**src/rtl/rf_wb_queue_pkg.sv**
```systemverilog
// Shared register-file writeback types: register address/data widths and
// the {addr, data} entry held in the writeback queue.
package rf_wb_queue_pkg;

   localparam int REG_AW = 4;
   localparam int DATA_W = 16;

   typedef struct packed {
      logic [REG_AW-1:0] addr;
      logic [DATA_W-1:0] data;
   } wb_entry_t;

   function automatic wb_entry_t make_entry(input logic [REG_AW-1:0] addr,
                                            input logic [DATA_W-1:0] data);
      wb_entry_t e;
      e.addr = addr;
      e.data = data;
      return e;
   endfunction

endpackage

```
**src/rtl/rf_wb_queue_byp.sv**
```systemverilog
// Bypass lookup: scans the queued writebacks from oldest to youngest and
// returns the data of the youngest valid entry targeting rd_addr.
module rf_byp_match
   import rf_wb_queue_pkg::*;
#(
   parameter int DEPTH = 4
) (
   input  wb_entry_t [DEPTH-1:0]         entries,
   input  logic [DEPTH-1:0]              vld_mask,
   input  logic [$clog2(DEPTH)-1:0]      head,
   input  logic [REG_AW-1:0]             rd_addr,
   output logic                          byp_vld,
   output logic [DATA_W-1:0]             byp_data
);

   localparam int PTR_W = $clog2(DEPTH);

   logic [PTR_W-1:0] slot;

   // Later (younger) matches overwrite earlier ones, so the last hit wins.
   always_comb begin
      byp_vld  = 1'b0;
      byp_data = '0;
      slot     = head;
      for (int i = 0; i < DEPTH; i++) begin
         slot = head + PTR_W'(i);
         if (vld_mask[slot] && (entries[slot].addr == rd_addr) && (rd_addr != '0)) begin
            byp_vld  = 1'b1;
            byp_data = entries[slot].data;
         end
      end
   end

endmodule

```
**src/rtl/rf_wb_queue.sv**
```systemverilog
// Register-file writeback queue: merges load and ALU writebacks into one
// in-order circular queue draining through a single RF write port.
module rf_wb_queue
   import rf_wb_queue_pkg::*;
#(
   parameter int DEPTH = 4
) (
   input  logic              clk,
   input  logic              rst,
   input  logic              mem_vld,
   input  logic [3:0]        mem_addr,
   input  logic [15:0]       mem_data,
   output logic              mem_rdy,
   input  logic              alu_vld,
   input  logic [3:0]        alu_addr,
   input  logic [15:0]       alu_data,
   output logic              alu_rdy,
   output logic              rf_we,
   output logic [3:0]        rf_dst_addr,
   output logic [15:0]       rf_dst,
   input  logic [3:0]        p0_addr,
   input  logic [3:0]        p1_addr,
   output logic              p0_byp_vld,
   output logic [15:0]       p0_byp_data,
   output logic              p1_byp_vld,
   output logic [15:0]       p1_byp_data,
   input  logic              hlt,
   output logic              drained
);

   localparam int PTR_W = $clog2(DEPTH);
   localparam int CNT_W = PTR_W + 1;
   localparam logic [CNT_W-1:0] DEPTH_C = CNT_W'(DEPTH);

   wb_entry_t [DEPTH-1:0] entries_q, entries_d;
   logic [PTR_W-1:0]      rd_ptr_q, rd_ptr_d;
   logic [PTR_W-1:0]      wr_ptr_q, wr_ptr_d;
   logic [CNT_W-1:0]      count_q, count_d;

   logic                  rdy;
   logic                  mem_en;
   logic                  alu_en;
   logic                  deq;
   logic [CNT_W-1:0]      enq_cnt;
   logic [PTR_W-1:0]      alu_slot;
   logic [PTR_W-1:0]      offs;
   logic [DEPTH-1:0]      vld_mask;

   // Two free slots are required so both sources can always be taken together.
   assign rdy     = ((DEPTH_C - count_q) >= CNT_W'(2)) & ~hlt;
   assign mem_rdy = rdy;
   assign alu_rdy = rdy;

   // Writes to R0 are handshaken but never allocate an entry.
   assign mem_en  = mem_vld & rdy & (mem_addr != '0);
   assign alu_en  = alu_vld & rdy & (alu_addr != '0);
   assign deq     = (count_q != '0);
   assign enq_cnt = CNT_W'(mem_en) + CNT_W'(alu_en);

   always_comb begin
      entries_d = entries_q;
      alu_slot  = wr_ptr_q + PTR_W'(mem_en);
      if (mem_en) begin
         entries_d[wr_ptr_q] = make_entry(mem_addr, mem_data);
      end
      if (alu_en) begin
         entries_d[alu_slot] = make_entry(alu_addr, alu_data);
      end
      rd_ptr_d = rd_ptr_q + PTR_W'(deq);
      wr_ptr_d = wr_ptr_q + enq_cnt[PTR_W-1:0];
      count_d  = count_q + enq_cnt - CNT_W'(deq);
   end

   always_ff @(posedge clk) begin
      if (rst) begin
         rd_ptr_q <= '0;
         wr_ptr_q <= '0;
         count_q  <= '0;
         for (int i = 0; i < DEPTH; i++) begin
            entries_q[i].addr <= '0;
         end
      end else begin
         rd_ptr_q  <= rd_ptr_d;
         wr_ptr_q  <= wr_ptr_d;
         count_q   <= count_d;
         entries_q <= entries_d;
      end
   end

   // A slot is live when its distance from the head is below the fill count.
   always_comb begin
      vld_mask = '0;
      offs     = '0;
      for (int s = 0; s < DEPTH; s++) begin
         offs        = PTR_W'(s) - rd_ptr_q;
         vld_mask[s] = ({1'b0, offs} < count_q);
      end
   end

   assign rf_we       = deq;
   assign rf_dst_addr = deq ? entries_q[rd_ptr_q].addr : '0;
   assign rf_dst      = deq ? entries_q[rd_ptr_q].data : '0;
   assign drained     = hlt & (count_q == '0);

   rf_byp_match #(.DEPTH(DEPTH)) u_byp_p0 (
      .entries  (entries_q),
      .vld_mask (vld_mask),
      .head     (rd_ptr_q),
      .rd_addr  (p0_addr),
      .byp_vld  (p0_byp_vld),
      .byp_data (p0_byp_data)
   );

   rf_byp_match #(.DEPTH(DEPTH)) u_byp_p1 (
      .entries  (entries_q),
      .vld_mask (vld_mask),
      .head     (rd_ptr_q),
      .rd_addr  (p1_addr),
      .byp_vld  (p1_byp_vld),
      .byp_data (p1_byp_data)
   );

endmodule

```
**config.mk**
```make
export PLATFORM = sky130hd
export DESIGN_NAME = rf_wb_queue
export DESIGN_NICKNAME = d
export VERILOG_FILES = /design/src/rtl/rf_wb_queue_pkg.sv /design/src/rtl/rf_wb_queue_byp.sv /design/src/rtl/rf_wb_queue.sv
export SDC_FILE = /design/constraint.sdc
export NUM_CORES = 1
export LEC_CHECK = 0
export BUFFER_PORTS_ARGS = -buffer_cell sky130_fd_sc_hd__buf_2
export CELL_PAD_IN_SITES_DETAIL_PLACEMENT = 0
export CELL_PAD_IN_SITES_GLOBAL_PLACEMENT = 1
export CORE_ASPECT_RATIO = 0.9
export CORE_UTILIZATION = 51
export CTS_CLUSTER_DIAMETER = 30
export DETAILED_ROUTE_END_ITERATION = 7
export PLACE_DENSITY_LB_ADDON = 0.1
export SETUP_SLACK_MARGIN = 0.15
export SLEW_MARGIN = 10
export SYNTH_ARGS = -nofsm -noshare
export SYNTH_HDL_FRONTEND = slang
export SYNTH_HIERARCHICAL = 1
export SYNTH_SLANG_ARGS = --single-unit
```
**constraint.sdc**
```tcl
create_clock -name clk -period 6.3 [get_ports clk]
set_clock_uncertainty 0.05 [all_clocks]
set_input_delay 0 -clock clk [delete_from_list [all_inputs] [get_ports clk]]
set_output_delay 0 -clock clk [all_outputs]
set_load 0.02 [all_outputs]
```
==> impl.org, run 1 <==
** Clock tree
- Number of hold buffers added after CTS :: 20
- For the worst-skew pair, the clock arrives at the later sink with an insertion delay of 0.34 ns.
- # resized after CTS :: 0
- After clock tree synthesis, the setup repair step added 0 buffers.
- In this run the clock root is driven by a sky130_fd_sc_hd__clkbuf_16.
- CTS Buf Count :: 9
- The H-tree was split into 3 levels.
- TritonCTS built the clock tree.
- Clock sink total :: 87
- After clock tree synthesis, the clock-pin slew on the worst setup and hold paths is 0.07 ns.
- Counting along the longest clock path gives a buffer depth of 2.

** Route
- The first routing iteration left 1767 violations.
- Final Routed Wirelength :: 38.5 mm
- Number of iterations in the first detailed-routing pass :: 6
- The count of nets left with antenna violations once routing finished came out at 0.
- Dividing the detail-routed wire length by the instance count gives 23.7 µm.
- Via density per instance :: 6.89
- The routed layout has 11200 vias.
- Number of remaining DRC errors :: 0

** STA
- Final Max Tran Viols :: 0
- Relative max-transition margin :: 22.8%
- At the pin with the least slew margin, the transition time is 1.15 ns.
- Number of hold-slack violations in the final timing report :: 0
- Setup repair after global routing left no endpoint under its margin.
- Summed negative setup slack over all endpoints :: 0 ns
- Time the worst path needs with I/O delays and setup :: 4.62 ns
- Worst-case setup margin in the final layout :: 1.68 ns
- Final setup vio count :: 0
- Timing would allow up to 216 MHz.
- After layout, the worst path uses 73.4% of the clock period.

** Power
- Across the VDD grid, the largest voltage drop is 255 µV.
- Leakage power :: 4.10 nW
- Power spread over the standard cell area amounts to 452 nW/µm².
- Total power :: 5.45 mW

** GRT
- The number of antenna violations at the first check in global routing came to 0.
- The first global-routing pass estimated 59.8 mm of wire.
- Combined global-route utilization of all metal layers :: 33.2%
- Grt total ovfl :: 0
- Maximum number of pins on one net before global-route repair :: 80
- The via count of the first global-routing pass came to 10000.

** Logic synthesis
- Yosys instantiated no cell more often than sky130_fd_sc_hd__nand2_1.
- Top_reg_cell synth :: sky130_fd_sc_hd__edfxtp_1
- After synthesis, the largest area contributor takes up 16.9% of total cell area.
- After synthesis, the netlist uses 61 different library cells.
- Yosys warning total :: 6
- By area the synthesized netlist is led by sky130_fd_sc_hd__edfxtp_1 (17%), sky130_fd_sc_hd__mux2i_1 (8.6%), sky130_fd_sc_hd__mux2_2 (6.3%), sky130_fd_sc_hd__nand2_1 (5.9%), sky130_fd_sc_hd__a221oi_1 (4.9%).
- Mapped Nets :: 1391
- Synthesized instance count :: 1323
- Number of synthesized flops with an enable pin :: 64
- Async set or reset register ratio after synthesis :: 0%
- In the synthesized netlist, the cells that appear most often are sky130_fd_sc_hd__nand2_1 (178), sky130_fd_sc_hd__nor2_1 (142), sky130_fd_sc_hd__mux2i_1 (98), sky130_fd_sc_hd__a31oi_1 (80).
- After synthesis, flip-flops and latches occupy 20.9% of the total area.
- After synthesis the netlist holds a flip-flop and latch count of 87.
- Of all cell types, the one taking the most synthesized area is sky130_fd_sc_hd__edfxtp_1.
- Average instance area after synthesis :: 8.60 µm²
- In this run the cell area of the synthesized design comes to 11400 µm².

** Floorplanning
- Once the floorplan was initialized, standard cells occupied 52.3% of the core.
- Floorplan die width :: 159 µm
- Core ar. :: 21800 µm²
- In this run the count of I/O pins placed on the die edge is 111.
- The floorplan step defined a die boundary enclosing 22900 µm².
- In this run the vertical extent of the chip is 144 µm.
- In this run the core area contains 51 standard-cell rows.

** Worst setup path
- Worst endpoint required time :: 6.25 ns
- The worst setup path is of the reg2out kind.
- Data on the critical path arrives at its endpoint at 4.57 ns.
- STA classifies the critical path endpoint as a primary output.
- The worst setup path is launched from a flop.
- Along the worst path, the maximum fanout reaches 76.

** Place
- Half-perimeter wire length after placement :: 26.0 mm
- Port buffering added 110 buffers.
- Worst slack at placement :: 2.09 ns
- RePlAce Congestion :: 0.943
- Area of placed instances :: 11500 µm²

** Run
- Max-cap violations in this run came to 0.

** Finish
- Net total in the final layout :: 1400
- Area Growth Syn to Fin :: 6.04%
- Proportion of layout cells with a drive suffix above 1 :: 21.4%
- N_diodes :: 0
- The layout has 2044 filler cells.
- For this run, the share of the core covered by cells in the final layout is 55.4%.
- Layout Cell Area excl Fill :: 12100 µm²

** Worst hold path
- The path class of the tightest hold or removal check is in2reg.

** Status
- The run finished with clean final reports.
-- metal layers --
metal  share of wire (%)  track usage, %
met5                   0               0
met4                 1.5            8.60
met3                  10            3.52
met2                  42            47.9
met1                  47            51.6
-- cells in the final DEF, fill, tap and decap left out, types with 21 or more instances in the layout --
cell / Yosys / layout
sky130_fd_sc_hd__dfxtp_1: 23 / 21
sky130_fd_sc_hd__o21ai_0: 22 / 22
sky130_fd_sc_hd__nand3_1: 24 / 24
sky130_fd_sc_hd__a221oi_1: 64 / 64
sky130_fd_sc_hd__mux2_2: 64 / 64
sky130_fd_sc_hd__a31oi_1: 80 / 80
sky130_fd_sc_hd__and2_1: 28 / 28
sky130_fd_sc_hd__buf_2: 60 / 110
sky130_fd_sc_hd__a2bb2oi_1: 32 / 32
sky130_fd_sc_hd__nand2_1: 178 / 178
sky130_fd_sc_hd__mux4_2: 22 / 22
sky130_fd_sc_hd__o32a_1: 34 / 34
sky130_fd_sc_hd__mux2i_1: 98 / 98
sky130_fd_sc_hd__a211oi_1: 64 / 64
sky130_fd_sc_hd__nor3_1: 32 / 32
sky130_fd_sc_hd__edfxtp_1: 64 / 64
sky130_fd_sc_hd__nor2_1: 142 / 142
sky130_fd_sc_hd__a2111oi_2: 30 / 30
sky130_fd_sc_hd__xnor2_1: 36 / 36
-- power by group --
part           total (mW)  switching (mW)  internal (mW)
Clock               0.559           0.243          0.317
Combinational        3.67            2.16           1.51
Sequential           1.22           0.406          0.814
Total                5.45            2.81           2.64
-- final timing paths --
| path | start | end | slack, ns | cells past startpoint |
|---|---|---|---|---|
| max | rd_ptr_q[1]$_SDFF_PP0_ | p1_byp_data[15] | 1.68 | 8 |
| max reg2reg | count_q[0]$_SDFF_PP0_ | entries_q[49]$_DFFE_PN_ | 2.05 | 12 |
| min reg2reg | entries_q[39]$_SDFF_PP0_ | entries_q[39]$_SDFF_PP0_ | 0.53 | 2 |
| min | mem_data[11] | entries_q[51]$_DFFE_PN_ | 0.01 | 3 |
-- cell families (layout without fill, tap and decap cells) --
logic type               count (synthesis)  after routing  share of synthesized area, %
AO/OA/AOI/OAI                          358            358                          26.9
flip-flops                              87             87                          20.9
XOR/XNOR                                54             54                          4.16
buffers and inverters                  162            176                          8.09
adder cells (fa/ha/maj)                 15             15                          1.72
AND/OR/NAND/NOR                        461            461                          18.7
multiplexers                           186            186                          19.5
-- final cells by class --
| class | count | area (µm²) | area share, % |
|---|---|---|---|
| Timing Repair Buffer | 146 | 871 | 7.22 |
| Inverter | 14 | 52.6 | 0.436 |
| Clock buffer | 9 | 225 | 1.87 |
| Sequential cell | 87 | 2390 | 19.8 |
| Clock inverter | 7 | 86.3 | 0.716 |
| Multi-Input combinational cell | 1074 | 8070 | 66.9 |
| Tap cell | 291 | 364 | 3.02 |
-- per-stage QoR --
stage | hold WS [ns] | instances
4_1_cts | 0.000853 | 1628
3_5_place_dp | 0.268 | 1592
6_report | 0.0144 | 1628
2_1_floorplan | 0.0216 | 1323
5_1_grt | 0.0158 | 1628
3_3_place_gp | 0.263 | 1592
-- critical path, stage by stage (launching register included) --
cell	delay (ns)
sky130_fd_sc_hd__dfxtp_4	0.78
sky130_fd_sc_hd__buf_4	0.88
sky130_fd_sc_hd__mux2i_1	0.31
sky130_fd_sc_hd__xnor2_1	0.11
sky130_fd_sc_hd__or4_4	0.77
sky130_fd_sc_hd__a21o_1	0.29
sky130_fd_sc_hd__a21oi_4	0.49
sky130_fd_sc_hd__o32a_1	0.34
sky130_fd_sc_hd__buf_2	0.19
-- flip-flops by register name, indices dropped and copies added, names as in the netlist --
signal	cells
count_q	3
entries_q	80
rd_ptr_q	2
wr_ptr_q	2
Note: power is estimated with default switching activity, not from simulation.
==> inputs of run 2 (changes only) <==
--- a/config.mk
+++ b/config.mk
@@ -9,7 +9,7 @@
 export CELL_PAD_IN_SITES_DETAIL_PLACEMENT = 0
 export CELL_PAD_IN_SITES_GLOBAL_PLACEMENT = 1
 export CORE_ASPECT_RATIO = 0.9
-export CORE_UTILIZATION = 51
+export CORE_UTILIZATION = 42
 export CTS_CLUSTER_DIAMETER = 30
 export DETAILED_ROUTE_END_ITERATION = 7
 export PLACE_DENSITY_LB_ADDON = 0.1
==> constraint.sdc (replaced) <==
create_clock -name clk -period 4 [get_ports clk]
set_clock_uncertainty 0.05 [all_clocks]
set_input_delay 0 -clock clk [delete_from_list [all_inputs] [get_ports clk]]
set_output_delay 0 -clock clk [all_outputs]
set_load 0.02 [all_outputs]
==> run 2 against run 1 <==
  * Register-to-register slack worse by 1.6 ns
  * Largest power group unchanged
  * Cell area rose by 2.3%
  * Critical path depth up 4
  * Sequential share of layout area is 0.44 points lower
  * Via count is 0.28% higher
  * First-iteration DRC count is 19% lower
  * Highest routed layer unchanged
==> impl.org, run 2 (same netlist as run 1, synthesis figures left out) <==
** STA
- Fraction of the cycle the final worst path needs :: 93.0%
- Final Max Tran Viols :: 0 (unchanged)
- Number of hold-slack violations in the final timing report :: 0 (unchanged)
- Time the worst path needs with I/O delays and setup :: 3.72 ns
- The setup TNS was 0 ns (unchanged).
- The number of endpoints failing setup at the final stage was 0 (unchanged).
- Relative max-transition margin :: 26.1% (+3.2 points)
- The worst-margin pin slew was 1.11 ns (-0.0488 ns).
- Fmax achieved :: 269 MHz
- Setup repair after global routing missed its margin :: false
- Worst-case setup margin in the final layout :: 0.281 ns (-1.39 ns)
- Worst Hold Slack :: 0.0135 ns (-0.000888 ns)

** Worst setup path
- Worst endpoint required time :: 3.95 ns (-2.30 ns)
- The internal reg-to-reg setup slack came to 0.43 ns (-1.62 ns).
- Worst path bufs/invs :: 3 (+1)
- CP Cell Sequence :: inv_2 > ha_1 > a21oi_1 > o21ai_0 > and2_1 > a22oi_1 > or3_4 > a22o_1 > buf_4 > a221oi_1 > o32a_1 > buf_2
- The critical path arrival is 3.67 ns (-0.90 ns).
- Master of the slowest instance on the critical path :: sky130_fd_sc_hd__o21ai_0
- Worst reg2reg path startpoint :: count_q[0]$_SDFF_PP0_
- In this run the critical register-to-register path is captured at entries_q[16]$_SDFF_PP0_.
- The critical path's largest stage delay came to 0.48 ns (-0.40 ns).
- Crit. End Element :: primary output
- Crit-path max FO :: 16 (-79%)
- The worst setup path is launched from a flop.
- The number of cells on the worst reg-to-reg path is 12 (unchanged).
- In this design, the largest share of critical-path delay is due to compound AO/OA/AOI/OAI gates.
- Critical path start-end classification :: reg2out

** Clock tree
- CTS Buf Count :: 9 (unchanged)
- Number of levels the H-tree was split into :: 3 (unchanged)
- Clock Tree Root :: sky130_fd_sc_hd__clkbuf_16
- Clk slew on worst S/H paths :: 0.06 ns (about the same)
- The clock insertion delay at the later pin of the skew report came to 0.34 ns (about the same).
- The count of clock tree sinks came to 87 (unchanged).
- Clock tree from TritonCTS :: done
- Number of buffers on the longest clock path :: 2 (unchanged)

** Finish
- Area Growth Syn to Fin :: 8.44%
- The final non-filler cell total came to 1707 (+4.9%).
- Flip-flop count of the largest register after layout :: 80 (unchanged)
- The count of inserted antenna diode cells came to 0 (unchanged).
- In the layout the commonest cells are sky130_fd_sc_hd__nand2_1 (178), sky130_fd_sc_hd__nor2_1 (142), sky130_fd_sc_hd__buf_2 (110).
- Register bank with the most flops :: entries_q
- Most common cell after layout, fill and taps aside :: sky130_fd_sc_hd__nand2_1
- Proportion of layout cells with a drive suffix above 1 :: 23.3% (+1.9 points)
- The largest registers in the layout are entries_q (80), count_q (3).
- The final net count came to 1422 (+1.6%).

** GRT
- Combined global-route utilization of all metal layers :: 29.1% (-4.0 points)
- The global-route congestion overflow total was 0 (unchanged).
- The via count of the first global-routing pass is 10100 (+0.67%).
- The maximum number of pins on one net before global-route repair is 114 (+43%).
- The global-route wire length before repair was 62.6 mm (+4.6%).
- The number of antenna violations at the first check in global routing came to 0 (unchanged).

** Route
- Detailed-route wire length per cell :: 24.0 µm (+1.3%)
- The post-route DRC violation count was 0 (unchanged).
- The first-pass detailed-route iteration total came to 5 (-1).
- The count of vias placed by the detailed router came to 11200 (+0.28%).
- The average via count per standard cell is 6.59 (-4.4%).
- The count of nets left with antenna violations after detail routing was 0 (unchanged).
- The total length of routed wires was 40.9 mm (+6.2%).
- The initial detailed-routing violation count was 1427 (-19%).

** Worst hold path
- Worst hold path stage count :: 3 (unchanged)
- Endpoint with the worst hold slack :: entries_q[53]$_DFFE_PN_
- Tightest Hold Check Type :: in2reg
- Hold path start :: alu_data[13]

** Floorplanning
- The starting utilization of the core area was 43.2% (-9.1 points).
- The floorplan die width is 175 µm (+10%).
- The row count came to 56 (+9.8%).
- I/O pin count :: 111 (unchanged)
- The area of the core is 26300 µm² (+21%).
- The die span in y is 158 µm (+10%).
- The area of the die is 27700 µm² (+21%).

** Place
- Number of buffer cells added on primary ports :: 110 (unchanged)
- The worst setup slack before clock tree synthesis is 0.683 ns (-1.41 ns).
- Post-Place Cells :: 1679 (+5.5%)
- The final weighted congestion in routability-driven placement is 0.882 (-6.4%).
- The placed wire-length estimate was 28.6 mm (+9.8%).

** Status
- The flow ran to the end, and the final reports show no timing, DRC or antenna violations.

** Power
- The leakage power summed over all cells is 4.23 nW (+3.2%).
- The peak supply drop was 362 µV (+42%).
- The power per cell area came to 713 nW/µm² (+58%).

** Run
- Number of violations of the max-capacitance limit :: 0 (unchanged)
==> run 2: changes by cell type in the layout (fill, tap and decap cells not counted), sizes merged <==
cell	previous run	this run
bufinv	1	0
clkinvlp	1	0
inv	18	15
clkinv	1	2
buf	126	156
clkbuf	9	13
dlygate4sd3	20	12
==> run 2: final cells by class <==
class | instances | area, µm²
Inverter | 14 | 52.6
Multi-Input combinational cell | 1074 | 8070
Fill cell | 2649 | 14000
Clock buffer | 13 | 294
Sequential cell | 87 | 2390
Tap cell | 348 | 435
Clock inverter | 3 | 20.0
Timing Repair Buffer | 168 | 1070
==> run 2: metrics by stage <==
stage | instance area (µm²) | utilization (%) | power, mW
after floorplan | 11400 | - | 6.27
after global placement | 11900 | 45.1 | 7.77
after detailed placement | 11900 | 45.1 | 7.78
after CTS | 12300 | 46.8 | 8.69
after global routing | 12300 | 46.8 | 9.32
final | 12300 | 46.8 | 8.79
==> run 2: where the power goes <==
part | switching [mW] | internal [mW] | total, mW
sequential | 0.508 | 1.28 | 1.79
combinational | 3.62 | 2.50 | 6.13
clock | 0.352 | 0.517 | 0.869
==> run 2: how the worst max path moves through the flow <==
stage | to | depth (start not counted) | start | slack (ns)
2_1_floorplan | p0_byp_data[10] | 13 | rd_ptr_q[1]$_SDFF_PP0_ | 0.65
3_3_place_gp | p0_byp_data[3] | 12 | count_q[1]$_SDFF_PP0_ | 0.67
3_5_place_dp | count_q[2]$_SDFF_PP0_ | 13 | count_q[0]$_SDFF_PP0_ | 0.68
4_1_cts | p0_byp_data[3] | 12 | count_q[1]$_SDFF_PP0_ | 0.32
5_1_grt | entries_q[16]$_SDFF_PP0_ | 12 | count_q[0]$_SDFF_PP0_ | 0.19
6_report | p0_byp_data[4] | 12 | count_q[1]$_SDFF_PP0_ | 0.28
==> run 2: per-layer routing <==
layer | vias up | GRT usage [%] | routed length [µm] | share of wire (%)
met4 | 0 | 7.12 | 676 | 1.7
met2 | 602 | 43.0 | 17200 | 42
met3 | 51 | 2.35 | 3290 | 8.0
met1 | 5419 | 45.1 | 19700 | 48
li1 | 5174 | - | - | -
met5 | - | 0 | 0 | 0
==> run 2: timing repair <==
item                       4_1_cts  5_1_grt
resized for setup                0        2
setup endpoints to repair        0        2
hold buffers                    12        0
hold endpoints to repair        23        0
buffers inserted                 0        0
==> run 2: worst min-delay path: stages <==
cell	delay, ns
sky130_fd_sc_hd__buf_2	0.12
sky130_fd_sc_hd__nor2_1	0.05
sky130_fd_sc_hd__a31oi_1	0.12
==> inputs of run 3 (changes only) <==
--- a/config.mk
+++ b/config.mk
@@ -9,7 +9,7 @@
 export CELL_PAD_IN_SITES_DETAIL_PLACEMENT = 0
 export CELL_PAD_IN_SITES_GLOBAL_PLACEMENT = 1
 export CORE_ASPECT_RATIO = 0.9
-export CORE_UTILIZATION = 42
+export CORE_UTILIZATION = 51
 export CTS_CLUSTER_DIAMETER = 30
 export DETAILED_ROUTE_END_ITERATION = 7
 export PLACE_DENSITY_LB_ADDON = 0.1
==> constraint.sdc (replaced) <==
create_clock -name clk -period 4.7 [get_ports clk]
set_clock_uncertainty 0.05 [all_clocks]
set_input_delay 0 -clock clk [delete_from_list [all_inputs] [get_ports clk]]
set_output_delay 0 -clock clk [all_outputs]
set_load 0.02 [all_outputs]
==> run 3 against run 2 <==
  * Critical path depth is 1 lower
  * Power is 16% lower
  * Sequential share of layout area is 0.23 points higher
  * Sequential power is 13% lower
  * Wire length is 5.8% lower
  * Worst setup slack better by 0.42 ns
  * Non-clock buffer count is 8 lower
  * Utilization is 9.2 points higher
  * Via count is 1.0% higher
  * Combinational power is 17% lower
==> impl.org, run 3 (same netlist as run 1, synthesis figures left out) <==
** Worst setup path
- The slowest stage of the critical path belongs to the cell sky130_fd_sc_hd__o32a_1.
- In this run the worst setup path begins at rd_ptr_q[1]$_SDFF_PP0_.
- The critical path depth was 11 (-1).
- STA classifies the critical path startpoint as a flop.
- The cell family contributing the most delay on the critical path is compound AO/OA/AOI/OAI gates.
- The setup path with the least slack is of type reg2out.
- Following the worst setup path forward leads to its endpoint at p1_byp_data[0].
- Peak per-stage delay on the critical path :: 0.71 ns (+0.23 ns)
- Worst path bufs/invs :: 3 (unchanged)
- The worst path required time came to 4.65 ns (+0.70 ns).
- The internal reg-to-reg setup slack was 0.78 ns (+0.35 ns).
- Worst reg2reg path startpoint :: count_q[0]$_SDFF_PP0_
- Crit-path max FO :: 112 (+96)
- The critical path arrival came to 3.94 ns (+0.27 ns).
- R2r worst-path depth :: 12 (unchanged)
- STA classifies the critical path endpoint as a primary output.
- Walking the worst path, the cells encountered are buf_12 > ha_1 > o21ai_0 > and2_1 > o21ai_0 > o32a_1 > buf_4 > a2111oi_2 > a221oi_1 > o32a_1 > buf_2.
- Endpoint of the lowest-slack register-to-register path :: entries_q[47]$_DFFE_PN_

** STA
- Time the worst path needs with I/O delays and setup :: 3.99 ns
- The worst hold slack came to 0.00120 ns (-0.0123 ns).
- The number of endpoints failing setup at the final stage was 0 (unchanged).
- Fmax achieved :: 250 MHz
- Setup repair after global routing left no endpoint under its margin.
- The headroom to the max-slew limit was 25.3% (-0.78 points).
- Slew of the pin with the lowest slew margin :: 1.12 ns (+0.0152 ns)
- The setup TNS came to 0 ns (unchanged).
- Fraction of the cycle the final worst path needs :: 85.0%
- The count of pins over their slew limit was 0 (unchanged).
- Number of hold-slack violations in the final timing report :: 0 (unchanged)

** Clock tree
- Clock Tree Root :: sky130_fd_sc_hd__clkbuf_16
- TritonCTS built the clock tree.
- Clock sink total :: 87 (unchanged)
- The H-tree depth came to 3 (unchanged).
- The clock-pin transition on the worst setup and hold timing paths came to 0.08 ns (+0.02 ns).
- Clock latency reported for the late side of the worst-skew pair :: 0.35 ns (about the same)
- The number of clock buffers inserted by TritonCTS was 9 (unchanged).
- The maximum count of clock buffers along a single path is 2 (unchanged).

** Finish
- The layout cell share with drive strength beyond 1 is 22.4% (-0.97 points).
- Flip-flop count of the largest register after layout :: 80 (unchanged)
- Top library cells by usage in the layout, fill and taps aside :: sky130_fd_sc_hd__nand2_1 (178), sky130_fd_sc_hd__nor2_1 (142), sky130_fd_sc_hd__buf_2 (110)
- Net total in the final layout :: 1414 (-0.56%)
- Ranked by flip-flop count, first place goes to entries_q.
- The largest registers in the layout are entries_q (80), count_q (3).
- The final non-filler cell total came to 1642 (-3.8%).
- Layout Cell Area excl Fill :: 12200 µm² (-1.2%)
- Most common cell after layout, fill and taps aside :: sky130_fd_sc_hd__nand2_1
- Area Growth Syn to Fin :: 7.14%
- N_diodes :: 0 (unchanged)
- Area occupied by multi-input gates :: 8070 µm² (unchanged)
- Flip-flop and latch area :: 2390 µm² (unchanged)
- The count of fill cells added during filler insertion was 2117 (-20%).

** Route
- The total length of routed wires came to 38.5 mm (-5.8%).
- Metal1 wirelength :: 17.7 mm (-10%)
- Number of remaining DRC errors :: 0 (unchanged)
- The count of vias placed by the detailed router was 11400 (+1.0%).
- Detailed-route wire length per cell :: 23.5 µm (-2.1%)
- Top Layer Used :: met4
- Number of iterations in the first detailed-routing pass :: 6 (+1)
- Routed length on met2 :: 16.4 mm (-5.0%)
- Iter 0 DRT Violations :: 1751 (+23%)
- Via density per instance :: 6.92 (+5.0%)
- Antenna violation net count after detailed routing :: 0 (unchanged)
- Met3 WL :: 4.01 mm (+22%)

** Power
- The power per cell area came to 606 nW/µm² (-15%).
- Leakage power :: 4.17 nW (-1.4%)
- The overall power after layout is 7.38 mW (-16%).
- Peak ir drop on the vdd network :: 367 µV (+1.2%)

** Floorplanning
- The starting utilization of the core area was 52.3% (+9.1 points).
- Row count :: 51 (-8.9%)
- The die span in y is 144 µm (-9.1%).
- The area of the die came to 22900 µm² (-17%).
- The area of the core is 21800 µm² (-17%).
- I/O pin count :: 111 (unchanged)
- The floorplan die width is 159 µm (-9.1%).

** Status
- The flow ran to the end, and the final reports show no timing, DRC or antenna violations.

** Place
- The placed wire-length estimate came to 26.7 mm (-6.4%).
- The final weighted congestion in routability-driven placement was 0.918 (+4.1%).
- The count of port buffers added during placement came to 110 (unchanged).
- The cell area after placement was 11700 µm² (-1.7%).
- Post-Place Cells :: 1608 (-4.2%)

** GRT
- Maximum number of pins on one net before global-route repair :: 113 (-0.88%)
- Via count of the first global-routing pass :: 10100 (-0.0099%)
- The global-route wire length before repair came to 59.7 mm (-4.7%).
- The global-route congestion overflow total came to 0 (unchanged).
- The all-layer global routing usage was 33.3% (+4.2 points).
- Number of antenna violations at the first check in global routing :: 0 (unchanged)

** Run
- The number of maximum-capacitance violations is 0 (unchanged).

** Worst hold path
- The min-delay analysis places its worst path in the category in2reg.
-- run 3: cell types whose count changed in the layout (fill, tap and decap cells not counted), moves of 2 or more --
cell / change
sky130_fd_sc_hd__buf_4: -11
sky130_fd_sc_hd__clkbuf_16: -2
sky130_fd_sc_hd__buf_12: -2
sky130_fd_sc_hd__inv_8: +2
sky130_fd_sc_hd__inv_6: +3
sky130_fd_sc_hd__dlygate4sd3_1: +6
-- run 3: stage by stage --
stage	setup slack (ns)	utilization (%)
global placement	1.14	53.7
detailed placement	1.14	53.7
global route	0.496	56.0
finish	0.705	56.0
floorplan	1.35	-
CTS	0.746	56.0
-- run 3: layout make-up --
cell class | count | share of cell area, %
inverter | 14 | 0.431
sequential | 87 | 19.6
timing repair buffer | 160 | 8.17
clock buffer | 9 | 1.85
clock inverter | 7 | 0.709
tap | 291 | 2.99
multi-input combinational | 1074 | 66.2
-- run 3: worst register-to-register path: stages, from the launching register on --
cell                            delay (ns)
sky130_fd_sc_hd__dfxtp_1              0.50
sky130_fd_sc_hd__inv_1                0.12
sky130_fd_sc_hd__ha_1                 0.22
sky130_fd_sc_hd__ha_1                 0.26
sky130_fd_sc_hd__or3b_1               0.55
sky130_fd_sc_hd__and3_1               0.25
sky130_fd_sc_hd__ha_1                 0.28
sky130_fd_sc_hd__nor3b_1              0.28
sky130_fd_sc_hd__nand4_1              0.18
sky130_fd_sc_hd__buf_4                0.26
sky130_fd_sc_hd__nor2_1               0.11
sky130_fd_sc_hd__a31oi_1              0.05
sky130_fd_sc_hd__dlygate4sd3_1        0.57
-- run 3: layer usage --
| metal | global-route usage [%] | vias to the layer above |
|---|---|---|
| met3 | 5.08 | 40 |
| met5 | 0 | - |
| li1 | - | 5162 |
| met4 | 5.92 | 0 |
| met1 | 50.7 | 5443 |
| met2 | 49.7 | 714 |
-- run 3: worst min-delay path by stage --
| stage | from | slack [ns] | depth (start not counted) | endpoint |
|---|---|---|---|---|
| global placement | rst | 0.27 | 2 | rd_ptr_q[0]$_SDFF_PP0_ |
| global route | mem_data[1] | 0.01 | 3 | entries_q[1]$_DFFE_PN_ |
| floorplan | rst | 0.02 | 1 | count_q[0]$_SDFF_PP0_ |
| detailed placement | rst | 0.27 | 2 | rd_ptr_q[0]$_SDFF_PP0_ |
| finish | alu_data[11] | 0.001 | 3 | entries_q[31]$_DFFE_PN_ |
| CTS | alu_data[13] | 0.004 | 3 | entries_q[33]$_DFFE_PN_ |
-- run 3: report_power, final --
| part | leakage [nW] | internal, mW | switching, mW | total (mW) |
|---|---|---|---|---|
| clock network | 0.151 | 0.426 | 0.340 | 0.765 |
| registers | 0.815 | 1.09 | 0.454 | 1.55 |
| logic | 3.21 | 2.08 | 2.99 | 5.07 |
| total | 4.17 | 3.60 | 3.78 | 7.38 |
-- run 3: timing repair --
action	in CTS	in global routing
buffers inserted	0	0
hold endpoints to repair	31	0
hold buffers	18	0
gates resized for setup	0	0
setup endpoints to repair	0	0
